$ cat src/rtl/spi_ram_pkg.sv
// Shared definitions for the SPI-to-RAM command path: opcodes, FSM encoding,
// frame layout and the TX hold length used by the SPI slave.
package spi_ram_pkg;

    localparam logic [1:0] OP_WR_ADDR = 2'b00;
    localparam logic [1:0] OP_WR_DATA = 2'b01;
    localparam logic [1:0] OP_RD_ADDR = 2'b10;
    localparam logic [1:0] OP_RD_DATA = 2'b11;

    // One load cycle plus eight shift cycles on the slave side
    localparam int unsigned TX_CYC_DEF = 9;

    localparam int unsigned TMR_W = 8;

    typedef enum logic [2:0] {
        ST_IDLE     = 3'd0,
        ST_WRITE    = 3'd1,
        ST_RD_ISSUE = 3'd2,
        ST_RD_WAIT  = 3'd3,
        ST_TX       = 3'd4
    } state_t;

    typedef struct packed {
        logic [1:0] op;
        logic [7:0] payload;
    } frame_t;

endpackage

$ cat src/rtl/spi_ram_cmd_tmr.sv
// Loadable down-counter; stops at zero. Shared by the read-latency wait and
// the TX hold window.
module spi_ram_cmd_tmr
    import spi_ram_pkg::*;
(
    input  logic             clk,
    input  logic             rst_n,
    input  logic             load,
    input  logic [TMR_W-1:0] value,
    output logic             zero_c
);

    logic [TMR_W-1:0] cnt;

    always_ff @(posedge clk or negedge rst_n) begin
        if (!rst_n) begin
            cnt <= '0;
        end else if (load) begin
            cnt <= value;
        end else if (cnt != '0) begin
            cnt <= cnt - TMR_W'(1);
        end
    end

    assign zero_c = (cnt == '0);

endmodule

$ cat src/rtl/spi_ram_cmd_ctrl.sv
// Command sequencer between the SPI slave and the single-port RAM side:
// frame decode, address registers, RAM strobes and read-data return.
module spi_ram_cmd_ctrl
    import spi_ram_pkg::*;
#(
    parameter int unsigned ADDR_W   = 8,
    parameter int unsigned DATA_W   = 8,
    parameter int unsigned RD_LAT   = 1,
    parameter int unsigned TX_CYC   = TX_CYC_DEF,
    parameter int unsigned AUTO_INC = 0
) (
    input  logic              clk,
    input  logic              rst_n,
    input  logic              rx_valid,
    input  logic [9:0]        rx_data,
    output logic              tx_valid,
    output logic [DATA_W-1:0] tx_data,
    output logic [ADDR_W-1:0] ram_addr,
    output logic [DATA_W-1:0] ram_din,
    output logic              ram_we,
    output logic              ram_re,
    input  logic [DATA_W-1:0] ram_dout,
    output logic              busy,
    output logic              cmd_err
);

    state_t            state;
    frame_t            frame_c;
    logic              rx_d;
    logic              rise_c;
    logic [ADDR_W-1:0] wr_addr;
    logic [ADDR_W-1:0] rd_addr;
    logic              wr_vld;
    logic              rd_vld;
    logic              tmr_load_c;
    logic [TMR_W-1:0]  tmr_val_c;
    logic              tmr_zero_c;

    assign frame_c = frame_t'(rx_data);
    assign rise_c  = rx_valid & ~rx_d;

    // Counts are loaded one short so the zero cycle is the last cycle of each window
    assign tmr_load_c = (state == ST_RD_ISSUE) || ((state == ST_RD_WAIT) && tmr_zero_c);
    assign tmr_val_c  = (state == ST_RD_ISSUE) ? TMR_W'(RD_LAT - 1) : TMR_W'(TX_CYC - 1);

    spi_ram_cmd_tmr u_tmr (
        .clk    (clk),
        .rst_n  (rst_n),
        .load   (tmr_load_c),
        .value  (tmr_val_c),
        .zero_c (tmr_zero_c)
    );

    // Edge detect, decode, FSM and address registers
    always_ff @(posedge clk or negedge rst_n) begin
        if (!rst_n) begin
            state    <= ST_IDLE;
            rx_d     <= 1'b0;
            wr_addr  <= '0;
            rd_addr  <= '0;
            wr_vld   <= 1'b0;
            rd_vld   <= 1'b0;
            tx_valid <= 1'b0;
            tx_data  <= '0;
            ram_addr <= '0;
            ram_din  <= '0;
            ram_we   <= 1'b0;
            ram_re   <= 1'b0;
            busy     <= 1'b0;
            cmd_err  <= 1'b0;
        end else begin
            rx_d    <= rx_valid;
            ram_we  <= 1'b0;
            ram_re  <= 1'b0;
            cmd_err <= 1'b0;

            if (rise_c && (state != ST_IDLE)) begin
                cmd_err <= 1'b1;
            end

            unique case (state)
                ST_IDLE: begin
                    if (rise_c) begin
                        case (frame_c.op)
                            OP_WR_ADDR: begin
                                wr_addr  <= frame_c.payload[ADDR_W-1:0];
                                wr_vld   <= 1'b1;
                                ram_addr <= frame_c.payload[ADDR_W-1:0];
                            end
                            OP_RD_ADDR: begin
                                rd_addr <= frame_c.payload[ADDR_W-1:0];
                                rd_vld  <= 1'b1;
                            end
                            OP_WR_DATA: begin
                                if (wr_vld) begin
                                    state   <= ST_WRITE;
                                    busy    <= 1'b1;
                                    ram_we  <= 1'b1;
                                    ram_din <= frame_c.payload;
                                end else begin
                                    cmd_err <= 1'b1;
                                end
                            end
                            OP_RD_DATA: begin
                                if (rd_vld) begin
                                    state    <= ST_RD_ISSUE;
                                    busy     <= 1'b1;
                                    ram_re   <= 1'b1;
                                    ram_addr <= rd_addr;
                                end else begin
                                    cmd_err <= 1'b1;
                                end
                            end
                            default: ;
                        endcase
                    end
                end
                ST_WRITE: begin
                    state <= ST_IDLE;
                    busy  <= 1'b0;
                    if (AUTO_INC != 0) begin
                        wr_addr  <= wr_addr + ADDR_W'(1);
                        ram_addr <= wr_addr + ADDR_W'(1);
                    end
                end
                ST_RD_ISSUE: begin
                    state    <= ST_RD_WAIT;
                    ram_addr <= wr_addr;
                end
                ST_RD_WAIT: begin
                    if (tmr_zero_c) begin
                        state    <= ST_TX;
                        tx_data  <= ram_dout;
                        tx_valid <= 1'b1;
                        if (AUTO_INC != 0) begin
                            rd_addr <= rd_addr + ADDR_W'(1);
                        end
                    end
                end
                ST_TX: begin
                    if (tmr_zero_c) begin
                        state    <= ST_IDLE;
                        tx_valid <= 1'b0;
                        busy     <= 1'b0;
                    end
                end
                default: begin
                    state    <= ST_IDLE;
                    tx_valid <= 1'b0;
                    busy     <= 1'b0;
                end
            endcase
        end
    end

endmodule

$ cat config.mk
export PLATFORM = sky130hd
export DESIGN_NAME = spi_ram_cmd_ctrl
export DESIGN_NICKNAME = d
export VERILOG_FILES = /design/src/rtl/spi_ram_pkg.sv /design/src/rtl/spi_ram_cmd_tmr.sv /design/src/rtl/spi_ram_cmd_ctrl.sv
export SDC_FILE = /design/constraint.sdc
export NUM_CORES = 1
export LEC_CHECK = 0
export BUFFER_PORTS_ARGS = -buffer_cell sky130_fd_sc_hd__buf_2
export CAP_MARGIN = 30
export CORE_ASPECT_RATIO = 1.75
export CORE_MARGIN = 1.5
export CORE_UTILIZATION = 45
export DETAILED_ROUTE_END_ITERATION = 16
export GPL_TIMING_DRIVEN = 0
export HOLD_SLACK_MARGIN = 0.06
export PLACE_DENSITY_LB_ADDON = 0.05
export RECOVER_POWER = 25
export SLEW_MARGIN = 10
export SYNTH_ARGS = -nofsm -noshare
export SYNTH_HDL_FRONTEND = slang
export SYNTH_SLANG_ARGS = --single-unit
$ cat constraint.sdc
create_clock -name clk -period 2.55 [get_ports clk]
set_clock_uncertainty 0.15 [all_clocks]
set_input_delay 0.51 -clock clk [delete_from_list [all_inputs] [get_ports clk]]
set_output_delay 0.51 -clock clk [all_outputs]
set_load 0.05 [all_outputs]
Word-level counts from Yosys, hierarchy flattened
Index checks and enable logic that the tools add are counted.

word-level totals
  register bits = 59
  bits of input ports = 21
  output and inout bits = 29

cells by class
  bitwise gates (word level) = 4
  $add $sub $neg = 1
  reductions and logical operators = 20
  eq/ne operators = 14
  muxes and demuxes = 36

operators with widths
  kind                                                  number
  2-to-1 mux 8 bit                                      4
  case mux 8 bit (2 select lines)                       2
  2-to-1 mux 1 bit                                      18
  2-to-1 mux 3 bit                                      5
  case mux 3 bit (4 select lines)                       1
  AND reduction 6 bit                                   2
  AND reduction 3 bit                                   3
  logical NOT 8 bit                                     1
  AND reduction 4 bit                                   2
  nonzero test 8 bit                                    1
  subtractor 8 x 1 -> 8 bit (second input constant)     1
  equality test 3 x 2 -> 1 bit (second input constant)  2
  != test 2 bit (second input constant)                 3
  != test 3 x 1 -> 1 bit (second input constant)        2
  != test 3 bit (second input constant)                 2
  case mux 1 bit (3 select lines)                       2
  case mux 3 bit (2 select lines)                       1
  equality test 2 bit (second input constant)           2
  2-to-1 mux 4 bit                                      1
  case mux 1 bit (2 select lines)                       2
  nonzero test 2 bit                                    2
  equality test 3 x 1 -> 1 bit (second input constant)  1
  equality test 3 bit (second input constant)           1
  logical NOT 3 bit                                     1
  other kinds (10)                                      13

Logic depth before layout (Yosys ltp)
Gate-level depths: netlist (run 1).

  depth after elaboration = 8
  depth in mapped cells = 6
  depth with buffers taken out = 5

By module
From an unflattened synthesis (run 1), not the netlist that was laid out.

second synthesis, totals
  cell total of the unflattened synthesis = 218
  area total of the unflattened synthesis = 2715.1 µm²

by module, submodules not included
  module            area an instance (µm²)  cells each  sequential area each (µm²)  times used
  spi_ram_cmd_ctrl  2227.1                  164         1276.2                      1
  spi_ram_cmd_tmr   488.0                   54          200.2                       1

Least setup slack after synthesis (run 1)
No wires, ideal clock.

  path kind = flip-flop to flip-flop
  start = reg u_tmr.cnt[2]
  end = reg tx_data[2]
  setup time = 0.125 ns
  clock period less this slack = 2.054 ns
  arrival time = 1.778 ns
  buffers on the path = 2
  stages on the path, launching flop included = 6
  path slack = 0.496 ns
  cell sequence = dfrtp_1 buf_6 or4_4 nor4_4 buf_6 mux2_4

between the ends
  longest elaborated chain between the ends = 2

ends and longest elaborated chain
  what                           RTL line                 text
  from (decl)                    spi_ram_cmd_tmr.sv:13    logic [TMR_W-1:0] cnt;
  from (signal assigned)         spi_ram_cmd_tmr.sv:19    cnt <= value;
  from (signal assigned)         spi_ram_cmd_tmr.sv:21    cnt <= cnt - TMR_W'(1);
  logical NOT 8 bit              spi_ram_cmd_tmr.sv:25    assign zero_c = (cnt == '0);
  AND reduction 2 bit (no line)  n/a
  to (signal assigned)           spi_ram_cmd_ctrl.sv:133  tx_data <= ram_dout;
  to (decl)                      spi_ram_cmd_ctrl.sv:17   output logic [DATA_W-1:0] tx_data,

No other way between the ends.
A chain may end at the register's enable or synchronous reset.

Worst setup path in the final report (run 1)
  start = reg state[0]
  end = reg rd_addr[5]

between the ends
  longest elaborated chain between the ends = 2

ends and longest elaborated chain
  what                           RTL line                 text
  from (decl)                    spi_ram_cmd_ctrl.sv:27   state_t state;
  from (signal assigned)         spi_ram_cmd_ctrl.sv:57   state <= ST_IDLE;
  from (signal assigned)         spi_ram_cmd_ctrl.sv:96   state <= ST_WRITE;
  from (signal assigned)         spi_ram_cmd_ctrl.sv:106  state <= ST_RD_ISSUE;
  logical NOT 3 bit              spi_ram_cmd_ctrl.sv:81   unique case (state)
  AND reduction 3 bit (no line)  n/a
  to (signal assigned)           spi_ram_cmd_ctrl.sv:91   rd_addr <= frame_c.payload[ADDR_W-1:0];
  to (signal assigned)           spi_ram_cmd_ctrl.sv:136  rd_addr <= rd_addr + ADDR_W'(1);
  to (decl)                      spi_ram_cmd_ctrl.sv:32   logic [ADDR_W-1:0] rd_addr;

No other way between the ends.

==> flow_summary.json, run 1 <==
{
  "clock_insertion_delay_worst_skew_ps": 340,
  "die_x_um": 61.34,
  "startpoint_type": "flip-flop",
  "worstMarginPinSlew_ps": 1465,
  "worst_r2r_startpoint": "state[0]$_DFFE_PN0P_",
  "rrSetupSlack_ps": 310,
  "path_clk_slew_ps": 70,
  "syn2layout_area_growth_pct": 20.21,
  "placement_rows": 37,
  "critPathCaptureType": "flip-flop",
  "hold_path_depth": 1,
  "outcome": "finished clean",
  "tns_ps": 0,
  "grt_antenna_before_repair": 0,
  "met2_usage_grt": 0.3161,
  "antennaDiodeCount": 0,
  "layout_min_cycle_time_ps": 2239,
  "crit_fanout": 9,
  "grt_pass1_wl_mm": 9.232,
  "fp.dieH_um": 105.1,
  "cts-root-to-sink-buffers": 2,
  "grt_pass1_vias": 1942,
  "postCtsResizedCells": 0,
  "drive_gt1_frac": 0.3643,
  "grt_max_degree": 60,
  "clock_sink_count": 59,
  "critical_path_required_ps": 2620,
  "post_synth_main_area_contributors": "dfrtp_1, mux2_2, mux2i_1",
  "combinationalPowerShare": 0.438,
  "crit_type": "flip-flop to flip-flop",
  "cts-hold-fix-buffers": 0,
  "synth_top_cell_by_area": "dfrtp_1",
  "seq_area_frac_synth": 0.5509,
  "buffer_ports.inserted": 47,
  "timing.hold.worst_endpoint": "rx_d$_DFF_PN0_",
  "gp_congestion": 0.8386,
  "p_sw_frac": 0.4197,
  "finalMaxSlewViolations": 0,
  "layout_common_cells": "dfrtp_1, buf_2, mux2_2",
  "grt_util_all_layers": 0.1960,
  "power.density_mw_per_mm2": 1348,
  "fmax_ghz": 0.4466,
  "synth.ff_latch_count": 59,
  "globalRoute.busiestLayer": "met2",
  "fp.coreArea_sq_mm": 0.005833,
  "layout_worst_path_cycle_share": 0.8781,
  "tritoncts_clock_tree": "done",
  "worstRegToRegCells": 4,
  "worst_path_max_delay_cell": "nand4b_1",
  "die-area_sq_mm": 0.006446,
  "power_leakage_nw": 1.565,
  "synth_top_cell_area_share": 0.5509,
  "detail_route.first_pass.iterations": 4,
  "wirelength_mm": 5.553,
  "gr-usage-met1": 0.2343,
  "vias": 1904,
  "timing.final.setup_violations": 0,
  "holdCritPathClass": "input pin to flip-flop",
  "synth.distinct_cells": 42,
  "cts_setup_buffers": 0,
  "drt-initial-drc-count": 44,
  "antenna_left": 0,
  "hold_path.startpoint": "rx_valid",
  "crit_arrival_ps": 2310,
  "grt_use_met3": 0.04084,
  "io_pins": 50,
  "cts.htree.levels": 3,
  "numCtsBuffers": 9,
  "cell_internal_pwr_mw": 2.520,
  "clockRootBuffer": "clkbuf_8",
  "place_hpwl_mm": 3.872,
  "seq_power_share": 0.351,
  "design_power_total_mw": 4.342,
  "grt_setup_unrepaired": "false",
  "synth_cells": 217,
  "final_common_cell": "dfrtp_1",
  "initial_core_util": 0.4595,
  "final_routed_wire_length_divided_by_cell_count_um": 15.51,
  "slew_headroom": 0.02315,
  "timing.critical_path.cells": "clkbuf_1 -> nor3_2 -> nand4b_1 -> mux2_2",
  "power.ir.vdd_worst_uv": 901.9,
  "cp_slowest_stage_delay_ps": 530,
  "grt-ovfl-total": 0,
  "synth.avg_cell_area_sq_um": 12.35,
  "yosysWarnings": 0,
  "number_of_hold_violations_in_the_final_report": 0,
  "postSynthNetCount": 240,
  "post_synth_instance_area_sq_mm": 0.002680,
  "fin_nets": 298,
  "switchingPower_mw": 1.823,
  "clock_power_share": 0.212,
  "max-cap-violations": 0,
  "r2r_end": "rd_addr[5]$_DFFE_PN0P_",
  "post-route-drc-count": 0,
  "drt-vias-per-instance": 5.318
}
worst max-delay path by stage:
stage	startpoint	endpoint	slack, ps	cells past startpoint
floorplan	u_tmr.cnt[2]$_DFFE_PN0P_	tx_data[2]$_DFFE_PN0P_	500	5
global placement	rx_valid	rd_addr[3]$_DFFE_PN0P_	240	5
detailed placement	rx_valid	rd_addr[0]$_DFFE_PN0P_	200	5
CTS	state[2]$_DFFE_PN0P_	rd_addr[5]$_DFFE_PN0P_	250	4
finish	state[0]$_DFFE_PN0P_	rd_addr[5]$_DFFE_PN0P_	310	4
global route	state[0]$_DFFE_PN0P_	rd_addr[7]$_DFFE_PN0P_	100	4
worst max-delay path: cells and delay by family (launching register included):
family,cells,cell delay [ps]
buf+inv,1,210
flops,1,360
mux,1,460
simple gates,2,930
metal layers:
layer | vias up | wire, um
met5 | - | 0
met4 | 0 | 163
met3 | 15 | 162
met2 | 38 | 2871
met1 | 940 | 2356
li1 | 911 | -
registers in the layout, indices dropped and copies added, names as in the netlist:
register	count
state	3
tx_valid	1
wr_vld	1
wr_addr	8
rd_vld	1
u_tmr.cnt	8
ram_re	1
ram_addr	8
tx_data	8
rx_d	1
rd_addr	8
ram_din	8
ram_we	1
cmd_err	1
busy	1
final cells by class:
cell class	instances	area, sq um
plain buffers	11	56.30
clock buffers	11	131.4
clock inverters	5	77.57
fillers	562	2611
inverters	15	56.30
multi-input cells	132	1091
flip-flops and latches	59	1476
well taps	78	97.59
repair buffers	47	235.2
cell families (layout without fill, tap and decap cells):
family / after synthesis / in the layout / synth area share
flip-flops: 59 / 59 / 0.5509
AND/OR/NAND/NOR: 47 / 47 / 0.1083
adder cells (fa/ha/maj): 2 / 2 / 0.009336
AO/OA/AOI/OAI: 41 / 41 / 0.1097
XOR/XNOR: 1 / 1 / 0.003269
multiplexers: 41 / 41 / 0.1765
buffers and inverters: 26 / 89 / 0.04201
per-stage QoR:
stage / hold WS (ps) / std cells / worst slack [ps] / util / area [sq um]
floorplan: 64.41 / 217 / 496.4 / - / 2680
global placement: 308.9 / 342 / 238.3 / 0.5165 / 3013
detailed placement: 317.7 / 342 / 201.8 / 0.5169 / 3015
CTS: 106.4 / 358 / 245.0 / 0.5528 / 3224
global route: 121.5 / 358 / 103.8 / 0.5523 / 3222
finish: 132.2 / 358 / 310.7 / 0.5523 / 3222
power groups by stage:
stage	clock [mW]	combinational, mW	sequential (mW)
final	0.919	1.90	1.52
after global routing	0.979	2.06	1.57
after CTS	0.945	1.92	1.52
after detailed placement	0	1.91	1.54
after global placement	0	1.90	1.53
after floorplan	0	0.919	2.08
synthesized netlist by cell type, drive strengths merged:
| master | count |
|---|---|
| dfrtp | 59 |
| mux2 | 32 |
| inv | 15 |
| nand2 | 13 |
| clkbuf | 9 |
| mux2i | 9 |
| o221ai | 8 |
| o21ai | 7 |
| o211ai | 6 |
| nor2 | 5 |
| a21oi | 4 |
| nand4b | 4 |
| o22ai | 4 |
| a211oi | 3 |
| nand2b | 3 |
| nor3 | 3 |
| nor3b | 3 |
| and3 | 2 |
| buf | 2 |
| ha | 2 |
| nand3 | 2 |
| nor4 | 2 |
| o21bai | 2 |
| o31ai | 2 |
| or3 | 2 |
| or4 | 2 |
| a211o | 1 |
| a21bo | 1 |
| a21boi | 1 |
| a41oi | 1 |
| and3b | 1 |
| nand4 | 1 |
| nor2b | 1 |
| nor4b | 1 |
| o221a | 1 |
| or2 | 1 |
| or3b | 1 |
| xnor2 | 1 |
Power figures use the tool's default switching activity.
==> run 2: changes to the inputs <==
- CTS_BUF_LIST: default -> sky130_fd_sc_hd__clkbuf_4 sky130_fd_sc_hd__clkbuf_8 sky130_fd_sc_hd__clkbuf_16
==> run 2 against run 1 <==
Compared with the run above: worst setup slack gained 16 ps; utilization up 0.13 points; largest power group unchanged; critical endpoint unchanged; highest routed layer unchanged; critical path depth is the same; non-clock buffer count did not move.
==> flow_summary.json, run 2 (same netlist as run 1, synthesis figures left out) <==
{
  "outcome": "finished clean",
  "syn2layout_area_growth_pct": 20.49,
  "postCtsResizedCells": 0,
  "grt_antenna_before_repair": 0,
  "fp.coreArea_sq_mm": 0.005833,
  "place_hpwl_mm": 3.872,
  "fin_nets": 298,
  "startpoint_type": "flip-flop",
  "die-area_sq_mm": 0.006446,
  "startpoint_of_the_most_critical_setup_path": "state[0]$_DFFE_PN0P_",
  "design_power_total_mw": 4.367,
  "grt_setup_unrepaired": "false",
  "cts-root-to-sink-buffers": 2,
  "drt-initial-drc-count": 40,
  "route.met3.wl_um": 157,
  "dr.max_layer_used": "met4",
  "power.density_mw_per_mm2": 1352,
  "layout_setup_ws_ps": 326.3,
  "initial_core_util": 0.4595,
  "worst_path_max_delay_cell": "nand4b_1",
  "final_routed_wire_length_divided_by_cell_count_um": 15.62,
  "cp_slowest_stage_delay_ps": 520,
  "antennaDiodeCount": 0,
  "crit_type": "flip-flop to flip-flop",
  "tritoncts_clock_tree": "done",
  "number_of_hold_violations_in_the_final_report": 0,
  "m1WireLength_mm": 2.361,
  "grt_util_all_layers": 0.1984,
  "critical_path_required_ps": 2620,
  "fmax_ghz": 0.4497,
  "worst_r2r_startpoint": "state[0]$_DFFE_PN0P_",
  "grt_pass1_wl_mm": 9.328,
  "layout_common_cells": "dfrtp_1, buf_2, mux2_2",
  "layout_worst_path_cycle_share": 0.8720,
  "clockRootBuffer": "clkbuf_8",
  "final_common_cell": "dfrtp_1",
  "critPathCaptureType": "flip-flop",
  "cts.htree.levels": 3,
  "dp_worst_setup_slack_ps": 201.8,
  "critical_path.n_buffers_inverters": 1,
  "worstMarginPinSlew_ps": 1465,
  "crit_arrival_ps": 2290,
  "drt-vias-per-instance": 5.316,
  "post-route-drc-count": 0,
  "buffer_ports.inserted": 47,
  "met2_wire_length_mm": 2.942,
  "finalMaxSlewViolations": 0,
  "fp.dieH_um": 105.1,
  "power.ir.vdd_worst_uv": 902.6,
  "drive_gt1_frac": 0.3714,
  "holdCritPathClass": "input pin to flip-flop",
  "timing.critical_path.cells": "clkbuf_1 -> nor3_2 -> nand4b_1 -> mux2_2",
  "clock_sink_count": 59,
  "timing.final.setup_violations": 0,
  "vias": 1903,
  "slew_headroom": 0.02364,
  "cts_setup_buffers": 0,
  "gp_congestion": 0.8386,
  "fin_worst_hold_slack_ps": 134.0,
  "antenna_left": 0,
  "placement_rows": 37,
  "layout_min_cycle_time_ps": 2224,
  "wirelength_mm": 5.593,
  "hold_path.startpoint": "rx_valid",
  "tns_ps": 0,
  "max-cap-violations": 0,
  "grt_max_degree": 60,
  "crit_fanout": 9,
  "cts-hold-fix-buffers": 0,
  "die_x_um": 61.34,
  "final_core_util": 0.5536,
  "path_clk_slew_ps": 70,
  "clock_insertion_delay_worst_skew_ps": 340,
  "worst_path_dominant_cell_family": "simple AND/OR/NAND/NOR gates",
  "power_leakage_nw": 1.571,
  "detail_route.first_pass.iterations": 4,
  "grt_pass1_vias": 1943,
  "grt-ovfl-total": 0,
  "io_pins": 50,
  "numCtsBuffers": 9
}
## run 2: power breakdown
group          internal [mW]  total, mW  switching [mW]
logic                  0.670       1.90            1.23
registers               1.30       1.52           0.220
clock network          0.569      0.940           0.372
total                   2.54       4.37            1.83
## run 2: worst paths after layout
check,endpoint,slack (ps),cells past startpoint
max reg2reg,rd_addr[5]$_DFFE_PN0P_,330,4
min,rx_d$_DFF_PN0_,130,1
max in group asynchronous,ram_din[3]$_DFFE_PN0P_,1010,1
min reg2reg,ram_addr[7]$_DFFE_PN0P_,330,2
max,rd_addr[5]$_DFFE_PN0P_,330,4
min in group asynchronous,tx_data[6]$_DFFE_PN0P_,370,1
## run 2: cell type report
type | count | area (sq um)
Fill cell | 559 | 2604
Sequential cell | 59 | 1476
Multi-Input combinational cell | 132 | 1091
Timing Repair Buffer | 47 | 235.2
Clock buffer | 11 | 138.9
Tap cell | 78 | 97.59
Clock inverter | 5 | 77.57
Buffer | 11 | 56.30
Inverter | 15 | 56.30
## run 2: through the flow
stage	instance area [sq um]	cells
finish	3229	358
global route	3229	358
CTS	3232	358
detailed placement	3015	342
global placement	3013	342
floorplan	2680	217
## run 2: routing by layer
metal	track usage	up-vias
li1	-	904
met1	0.2392	942
met2	0.3222	44
met3	0.04084	13
met4	0.1003	0
met5	0	-
==> run 3: changes to the inputs <==
- RECOVER_POWER: 25 -> 50
==> run 3 against run 2 <==
Compared with the run above: non-clock buffer count did not move; critical path depth unchanged; combinational power hardly changed; cell count stayed put; via count increased by 0.11%; clock power hardly changed; routed wire length shrank 0.13%; count of clock-buffer cells in the layout is the same; register-to-register slack is essentially flat; largest cell class unchanged.
==> flow_summary.json, run 3 (same netlist as run 1, synthesis figures left out) <==
{
  "holdCritPathClass": "input pin to flip-flop",
  "crit_arrival_ps": 2290,
  "cts-root-to-sink-buffers": 2,
  "final_common_cell": "dfrtp_1",
  "wirelength_mm": 5.586,
  "die-area_sq_mm": 0.006446,
  "grt_setup_unrepaired": "false",
  "final_routed_wire_length_divided_by_cell_count_um": 15.60,
  "fin_worst_hold_slack_ps": 133.6,
  "layout_min_cycle_time_ps": 2224,
  "final_core_util": 0.5513,
  "combinationalPowerShare": 0.434,
  "antenna_left": 0,
  "place_hpwl_mm": 3.872,
  "fp.coreArea_sq_mm": 0.005833,
  "worstMarginPinSlew_ps": 1468,
  "seq_power_share": 0.350,
  "power.density_mw_per_mm2": 1354,
  "clock_power_share": 0.216,
  "tns_ps": 0,
  "switchingPower_mw": 1.825,
  "nFillCells": 564,
  "numCtsBuffers": 9,
  "tritoncts_clock_tree": "done",
  "drt-vias-per-instance": 5.321,
  "finalMaxSlewViolations": 0,
  "post-route-drc-count": 0,
  "r2r_end": "rd_addr[5]$_DFFE_PN0P_",
  "timing.final.setup_violations": 0,
  "grt_util_all_layers": 0.1984,
  "grt_pass1_vias": 1943,
  "postCtsResizedCells": 0,
  "layout_common_cells": "dfrtp_1, buf_2, mux2_2",
  "die_x_um": 61.34,
  "critPathCaptureType": "flip-flop",
  "cell_internal_pwr_mw": 2.529,
  "layout_worst_path_cycle_share": 0.8720,
  "crit_fanout": 9,
  "gp_congestion": 0.8386,
  "p_sw_frac": 0.4192,
  "drive_gt1_frac": 0.3321,
  "crit_type": "flip-flop to flip-flop",
  "grt_antenna_before_repair": 0,
  "clockRootBuffer": "clkbuf_8",
  "power.ir.vdd_worst_uv": 891.9,
  "design_power_total_mw": 4.354,
  "buffer_ports.inserted": 47,
  "detail_route.first_pass.iterations": 4,
  "grt-ovfl-total": 0,
  "power_leakage_nw": 1.528,
  "clock_insertion_delay_worst_skew_ps": 340,
  "clock_sink_count": 59,
  "worst_r2r_startpoint": "state[0]$_DFFE_PN0P_",
  "antennaDiodeCount": 0,
  "initial_core_util": 0.4595,
  "worstRegToRegCells": 4,
  "vias": 1905,
  "grt_max_degree": 60,
  "cts_setup_buffers": 0,
  "cts.htree.levels": 3,
  "slew_headroom": 0.02140,
  "placement_rows": 37,
  "hold_path.startpoint": "rx_valid",
  "fp.dieH_um": 105.1,
  "rrSetupSlack_ps": 330,
  "path_clk_slew_ps": 70,
  "timing.hold.worst_endpoint": "rx_d$_DFF_PN0_",
  "io_pins": 50,
  "syn2layout_area_growth_pct": 19.98,
  "outcome": "finished clean",
  "fmax_ghz": 0.4497,
  "critical_path_required_ps": 2620,
  "number_of_hold_violations_in_the_final_report": 0,
  "max-cap-violations": 0,
  "hold_path_depth": 1,
  "cts-hold-fix-buffers": 0,
  "drt-initial-drc-count": 41,
  "fin_nets": 298,
  "grt_pass1_wl_mm": 9.328,
  "startpoint_type": "flip-flop"
}
-- run 3: final cells by class --
type                            count  area [sq um]  area share
Sequential cell                    59          1476      0.4591
Buffer                             11         56.30     0.01751
Clock buffer                       11         138.9     0.04319
Multi-Input combinational cell    132          1091      0.3393
Clock inverter                      5         77.57     0.02412
Timing Repair Buffer               47         221.5     0.06887
Inverter                           15         56.30     0.01751
Tap cell                           78         97.59     0.03035
-- run 3: through the flow --
| stage | worst slack (ps) | instances | cell area [sq um] |
|---|---|---|---|
| 2_1_floorplan | 496.4 | 217 | 2680 |
| 3_3_place_gp | 238.3 | 342 | 3013 |
| 3_5_place_dp | 201.8 | 342 | 3015 |
| 4_1_cts | 245.0 | 358 | 3232 |
| 5_1_grt | 103.8 | 358 | 3216 |
| 6_report | 326.4 | 358 | 3216 |
-- run 3: how the worst max path moves through the flow --
stage	from	endpoint	cells after the start
6_report	state[0]$_DFFE_PN0P_	rd_addr[5]$_DFFE_PN0P_	4
5_1_grt	state[0]$_DFFE_PN0P_	rd_addr[7]$_DFFE_PN0P_	4
4_1_cts	state[2]$_DFFE_PN0P_	rd_addr[5]$_DFFE_PN0P_	4
3_5_place_dp	rx_valid	rd_addr[0]$_DFFE_PN0P_	5
3_3_place_gp	rx_valid	rd_addr[3]$_DFFE_PN0P_	5
2_1_floorplan	u_tmr.cnt[2]$_DFFE_PN0P_	tx_data[2]$_DFFE_PN0P_	5
-- run 3: worst max-delay path: stages, from the launching register on --
cell and delay (ps):
dfrtp_1 360, clkbuf_1 210, nor3_2 400, nand4b_1 530, mux2_2 450
-- run 3: metal layers --
metal	global-route usage	vias up	share of wire
met3	0.04084	13	0.029
met5	0	-	0
met1	0.2392	944	0.42
li1	-	904	-
met2	0.3222	44	0.53
met4	0.1003	0	0.024
-- run 3: power groups by stage --
| stage | logic (mW) | registers (mW) | clock network [mW] |
|---|---|---|---|
| finish | 1.89 | 1.52 | 0.940 |
| global route | 2.05 | 1.57 | 1.00 |
| CTS | 1.93 | 1.52 | 0.966 |
| detailed placement | 1.91 | 1.54 | 0 |
| global placement | 1.90 | 1.53 | 0 |
| floorplan | 0.919 | 2.08 | 0 |
